$ cat src/rtl/memory_cycle.sv
`default_nettype none
// ============================================================================
//  Module      : memory_cycle
//  Description : Memory-access stage of the 18-bit pipeline. Issues loads and
//                stores to a variable-latency data memory (req/ready plus
//                rvalid), stalls upstream while a transfer is pending, aborts
//                on timeout or out-of-range address, and registers the
//                write-back bundle.
//  Revision    : 1.0 - initial release
// ============================================================================
module memory_cycle #(
    parameter int ADDR_W  = 10,
    parameter int TIMEOUT = 64
) (
    input  logic              clk,
    input  logic              rst,
    input  logic              ValidM,
    input  logic              RegWriteM,
    input  logic              MemWriteM,
    input  logic              ResultSrcM,
    input  logic [4:0]        RD_M,
    input  logic [17:0]       PCPlus4M,
    input  logic [17:0]       WriteDataM,
    input  logic [17:0]       ALU_ResultM,
    input  logic [1:0]        RGB_M,
    output logic              mem_req,
    output logic              mem_we,
    output logic [ADDR_W-1:0] mem_addr,
    output logic [17:0]       mem_wdata,
    output logic [1:0]        mem_rgb,
    input  logic              mem_ready,
    input  logic              mem_rvalid,
    input  logic [17:0]       mem_rdata,
    output logic              StallM,
    output logic              mem_err,
    output logic              ValidW,
    output logic              RegWriteW,
    output logic              ResultSrcW,
    output logic [4:0]        RD_W,
    output logic [17:0]       PCPlus4W,
    output logic [17:0]       ALU_ResultW,
    output logic [17:0]       ReadDataW,
    output logic [1:0]        RGB_W,
    output logic [17:0]       ResultW
);

    // Last counter value that still belongs to the REQ+WAIT window.
    localparam logic [7:0] c_cnt_last = 8'(TIMEOUT - 1);

    typedef enum logic [1:0] {
        S_IDLE = 2'd0,
        S_REQ  = 2'd1,
        S_WAIT = 2'd2,
        S_DONE = 2'd3
    } state_t;

    state_t              r_state;
    state_t              w_state_nxt;
    logic                w_memop;
    logic                w_oor;
    logic                w_issue;
    logic                w_timeout;
    logic                w_capture;
    logic                w_oor_err;
    logic                w_stall;
    logic                r_we;
    logic [ADDR_W-1:0]   r_addr;
    logic [17:0]         r_wdata;
    logic [17:0]         r_rdata;
    logic [1:0]          r_rgb;
    logic [7:0]          r_cnt;
    logic                r_err;

    // A store wins over a load when both control bits are set.
    assign w_memop = ValidM & (MemWriteM | ResultSrcM);
    assign w_oor   = |ALU_ResultM[17:ADDR_W];

    // Next-state decode: issue, handshake progress and timeout abort.
    always_comb begin
        w_state_nxt = r_state;
        w_issue     = 1'b0;
        w_timeout   = 1'b0;
        w_capture   = 1'b0;
        w_oor_err   = 1'b0;
        unique case (r_state)
            S_IDLE: begin
                if (w_memop) begin
                    if (w_oor) begin
                        w_oor_err = 1'b1;
                    end else begin
                        w_issue     = 1'b1;
                        w_state_nxt = S_REQ;
                    end
                end
            end
            S_REQ: begin
                if (mem_ready) begin
                    w_state_nxt = r_we ? S_DONE : S_WAIT;
                end else if (r_cnt == c_cnt_last) begin
                    w_timeout   = 1'b1;
                    w_state_nxt = S_DONE;
                end
            end
            S_WAIT: begin
                // rvalid is only looked at here, so data coincident with
                // acceptance is never taken.
                if (mem_rvalid) begin
                    w_capture   = 1'b1;
                    w_state_nxt = S_DONE;
                end else if (r_cnt == c_cnt_last) begin
                    w_timeout   = 1'b1;
                    w_state_nxt = S_DONE;
                end
            end
            S_DONE: begin
                w_state_nxt = S_IDLE;
            end
            default: begin
                w_state_nxt = S_IDLE;
            end
        endcase
    end

    // Stall starts combinationally in the issuing IDLE cycle and ends in DONE.
    assign w_stall = w_issue | (r_state == S_REQ) | (r_state == S_WAIT);

    // Gating with rst makes both drop the instant reset is asserted.
    assign mem_req   = rst & (r_state == S_REQ);
    assign StallM    = rst & w_stall;
    assign mem_we    = r_we;
    assign mem_addr  = r_addr;
    assign mem_wdata = r_wdata;
    assign mem_rgb   = r_rgb;
    assign mem_err   = r_err;
    assign ResultW   = ResultSrcW ? ReadDataW : ALU_ResultW;

    // Transfer control: state, latched request fields, cycle counter, error.
    always_ff @(posedge clk or negedge rst) begin
        if (!rst) begin
            r_state <= S_IDLE;
            r_we    <= 1'b0;
            r_addr  <= '0;
            r_wdata <= '0;
            r_rgb   <= '0;
            r_cnt   <= '0;
            r_rdata <= '0;
            r_err   <= 1'b0;
        end else begin
            r_state <= w_state_nxt;
            if (w_issue) begin
                r_we    <= MemWriteM;
                r_addr  <= ALU_ResultM[ADDR_W-1:0];
                r_wdata <= WriteDataM;
                r_rgb   <= RGB_M;
                r_cnt   <= '0;
                r_rdata <= '0;
            end else if ((r_state == S_REQ) || (r_state == S_WAIT)) begin
                r_cnt <= r_cnt + 8'd1;
            end
            if (w_capture) begin
                r_rdata <= mem_rdata;
            end
            if (w_oor_err || w_timeout) begin
                r_err <= 1'b1;
            end
        end
    end

    // W-stage register: bubble while stalled, otherwise take the M bundle.
    always_ff @(posedge clk or negedge rst) begin
        if (!rst) begin
            ValidW      <= 1'b0;
            RegWriteW   <= 1'b0;
            ResultSrcW  <= 1'b0;
            RD_W        <= '0;
            PCPlus4W    <= '0;
            ALU_ResultW <= '0;
            ReadDataW   <= '0;
            RGB_W       <= '0;
        end else if (w_stall) begin
            ValidW    <= 1'b0;
            RegWriteW <= 1'b0;
        end else begin
            ValidW      <= ValidM;
            RegWriteW   <= RegWriteM;
            ResultSrcW  <= ResultSrcM;
            RD_W        <= RD_M;
            PCPlus4W    <= PCPlus4M;
            ALU_ResultW <= ALU_ResultM;
            RGB_W       <= RGB_M;
            ReadDataW   <= (r_state == S_DONE) ? r_rdata : 18'd0;
        end
    end

endmodule
`default_nettype wire

$ cat config.mk
export PLATFORM = sky130hd
export DESIGN_NAME = memory_cycle
export DESIGN_NICKNAME = d
export VERILOG_FILES = /design/src/rtl/memory_cycle.sv
export SDC_FILE = /design/constraint.sdc
export NUM_CORES = 1
export LEC_CHECK = 0
export ABC_AREA = 1
export BUFFER_PORTS_ARGS = -buffer_cell sky130_fd_sc_hd__buf_4
export CELL_PAD_IN_SITES_DETAIL_PLACEMENT = 1
export CELL_PAD_IN_SITES_GLOBAL_PLACEMENT = 1
export CORE_ASPECT_RATIO = 0.8
export CORE_MARGIN = 3
export CORE_UTILIZATION = 36
export DETAILED_ROUTE_END_ITERATION = 10
export GPL_TIMING_DRIVEN = 0
export PLACE_DENSITY = 0.77
export REMOVE_ABC_BUFFERS = 1
export SYNTH_ARGS = -nofsm -noshare
export SYNTH_HDL_FRONTEND = slang
export SYNTH_SLANG_ARGS = --single-unit
export TNS_END_PERCENT = 20
$ cat constraint.sdc
create_clock -name clk -period 2.2 [get_ports clk]
set_input_delay 0.11 -clock clk [delete_from_list [all_inputs] [get_ports clk]]
set_output_delay 0.11 -clock clk [all_outputs]
set_load 0.005 [all_outputs]
==> impl_metrics.csv <==
group,metric,value,unit
cts,cts_tree,"done",
detailed_routing,drtAntennaViolNets,0,
yosys,synth_top_cell_area_share,55.1,%
setup_path,r2r_slack,0.17,ns
sta,finalCriticalPeriod,2.12,ns
run,maxCapViolations,0,
power_and_ir_drop,p_total,10.7,mW
sta,clock_skew,0.00795,ns
cts,cts_buffers,17,
detailed_routing,drt_wl_total,22000,um
finish,mostFrequentLayoutCells,"nand2_1, buf_4, dfrtp_1",
cts,clk_pin_slew,0.06,ns
yosys,yosysSeqAreaShare,55.1,%
status,outcome,"finished, final reports clean",
yosys,synth_top_family_by_area,"simple AND/OR/NAND/NOR gates",
power_and_ir_drop,power.net_switching,4.00,mW
place,dp.cells,1038,
yosys,synth-compound-area-share,3.85,%
yosys,synth_fa_ha_area_share,1.11,%
sta,worstMarginPinSlew,0.825,ns
power_and_ir_drop,p_int,6.71,mW
setup_path,startpoint_type,"flip-flop",
finish,n_antenna_cell,0,
floorplanning,die_x,146,um
yosys,synth_cell_type_count,30,
floorplanning,io_pins,203,
setup_path,crit_type,"flip-flop to output port",
setup_path,cp-end-kind,"output port",
sta,slew_headroom,45.0,%
cts,clk_latency,0.42,ns
power_and_ir_drop,leakagePower,4.59,nW
global_routing,grt_util_all_layers,26.1,%
sta,grt_setup_unrepaired,"yes",
power_and_ir_drop,powerDensity,1220,nW/um^2
yosys,synth_cells,659,
finish,drive_above_1_share,28.8,%
detailed_routing,wl_per_cell,18.9,um
yosys,synth_largest_area_cell,"dfrtp_1",
place,io_buffer_count,202,
setup_path,slowest_stage,"dfrtp_1",
global_routing,antenna_found_initial,0,
yosys,synth_xor_area_share,0.311,%
yosys,synth.cell_area,5630,sq um
detailed_routing,drc,0,
floorplanning,coreArea,15200,sq um
setup_path,cp_data_arrival_time,2.01,ns
finish,multi_input_area,2120,sq um
sta,min_period_over_period,96.2,%
global_routing,grt_max_degree,75,
power_and_ir_drop,swShare,37.3,%
detailed_routing,drt-initial-drc-count,227,
sta,max_freq,472,MHz
cts,clockRootBuffer,"clkbuf_16",
worst_hold_path,hold_class,"input pin to flip-flop",
yosys,muxShareOfSynthArea,3.60,%
detailed_routing,drt_first_pass_iters,4,
power_and_ir_drop,p_clk_share,23.9,%
floorplanning,initial_core_util,37.1,%
power_and_ir_drop,power_frac_comb,41.1,%
finish,nFillCells,1740,
setup_path,cpPeakStageDelay,0.45,ns
sta,final_max_slew_viol_count,0,
yosys,synth_area_per_cell,8.54,sq um
cts,cts.sinks,124,
sta,setup_viol,0,
global_routing,grt_pass1_wl,35400,um
setup_path,cp_cell_sequence,"inv_1 -> ha_1 -> nor2_4 -> buf_12 -> a21boi_0 -> buf_4",
finish,seqCellArea,3100,sq um
yosys,synth_simple_gate_area_share,26.8,%
detailed_routing,via_per_inst,4.91,
finish,area_delta_synth_final,56.6,%
floorplanning,rows,40,
place,hpwl,11900,um
setup_path,worstPathRequired,2.09,ns
finish,fin_nets,1033,
cts,htreeDepth,4,
sta,hold_violations,0,
cts,cts_buffer_depth,2,
floorplanning,design.die.area,17200,sq um
power_and_ir_drop,ir_drop,0.000661,V
place,place.gp.congestion,0.813,
floorplanning,die-height,118,um
power_and_ir_drop,seqPwrFrac,35.0,%
sta,hold-worst-slack,0.0495,ns
yosys,ys_warn_count,0,
finish,final_core_utilization,58.1,%
finish,final_common_cell,"nand2_1",
detailed_routing,vias,5707,
setup_path,path_max_fanout,41,
sta,finalSetupTns,0,ns
yosys,synth_area_leaders,"dfrtp_1, nand2_1, nand3_1",
finish,final_cells,1162,
global_routing,first_global_vias,6532,
yosys,synth_seq_cells,124,
global_routing,gr-total-overflow,0,
## final cells by class
class / count / area share, %
flip-flops and latches: 124 / 35.2
repair buffers: 294 / 28.1
multi-input cells: 422 / 24.1
clock buffers: 21 / 5.23
inverters: 82 / 3.51
well taps: 210 / 2.98
clock inverters: 9 / 0.824
## stage by stage
step / area, sq um / setup slack [ns]
detailed placement: 7270 / -1.09
floorplan: 5420 / -0.960
CTS: 8760 / -0.0345
global route: 8810 / -0.0117
finish: 8810 / 0.0827
global placement: 7200 / -2.67
## power by group through the flow
stage / clock network [mW] / registers [mW] / logic (mW)
floorplan: 0 / 3.60 / 1.86
global placement: 0 / 3.66 / 3.61
finish: 2.56 / 3.75 / 4.40
CTS: 2.61 / 3.70 / 4.32
detailed placement: 0 / 3.73 / 3.99
global route: 2.71 / 3.84 / 4.84
## synthesized netlist by cell type, drive strengths merged
master	n
nand2	243
nor2	20
a31oi	1
nand4	1
inv	81
ha	5
o21ai	35
clkbuf	6
or2	1
nand3	66
clkinv	1
nor3	2
nand3b	19
xor2	2
buf	29
a21boi	1
a21oi	4
dfrtp	124
mux2	18
## worst max-delay path, delay by kind of cell (launching register included)
kind / cells / cell delay, ns
DFF: 1 / 0.45
buffers and inverters: 3 / 0.52
AOI/OAI and AO/OA: 1 / 0.12
and+or+nand+nor: 1 / 0.18
adders and majority gates: 1 / 0.32
## routing by layer
layer  global-route usage [%]  wire, um  up-vias
met1                     31.3      9020     2854
met2                     46.3     11200      200
li1                         -         -     2616
met5                        0         0        -
met3                     6.35      1330       37
met4                     8.13       446        0
## registers in the layout, summed over array words and instances, names as in the netlist, 2 cells and up
signal       cells
RD_W             5
ReadDataW       18
mem_rgb          2
mem_wdata       18
RGB_W            2
r_cnt            8
ALU_ResultW     18
PCPlus4W        18
r_rdata         18
r_state          2
mem_addr        10
## cells by family after synthesis
logic type	count (synthesis)
flip-flops	124
AO/OA/AOI/OAI	41
buffers and inverters	117
multiplexers	18
adder cells (fa/ha/maj)	5
XOR/XNOR	2
AND/OR/NAND/NOR	352
## repair_timing
action | CTS | global route
buffers inserted | 3 | 3
cloned | 4 | 0
resized for setup | 9 | 2
endpoints found under the setup margin | 124 | 35
pin swaps | 5 | 0
hold buffers | 84 | 0
endpoints found under the hold margin | 167 | 0
## final timing paths
path | cells after the start | endpoint | from
min in group asynchronous | 2 | PCPlus4W[6] | rst
setup reg to reg | 6 | r_rdata[7] | r_state[0]
setup / recovery | 6 | StallM | r_state[1]
hold / removal | 5 | r_state[0] | mem_ready
hold reg to reg | 2 | PCPlus4W[0] | PCPlus4W[0]
max in group asynchronous | 3 | ReadDataW[4] | rst
No activity file was read; power rests on OpenSTA's default activity.
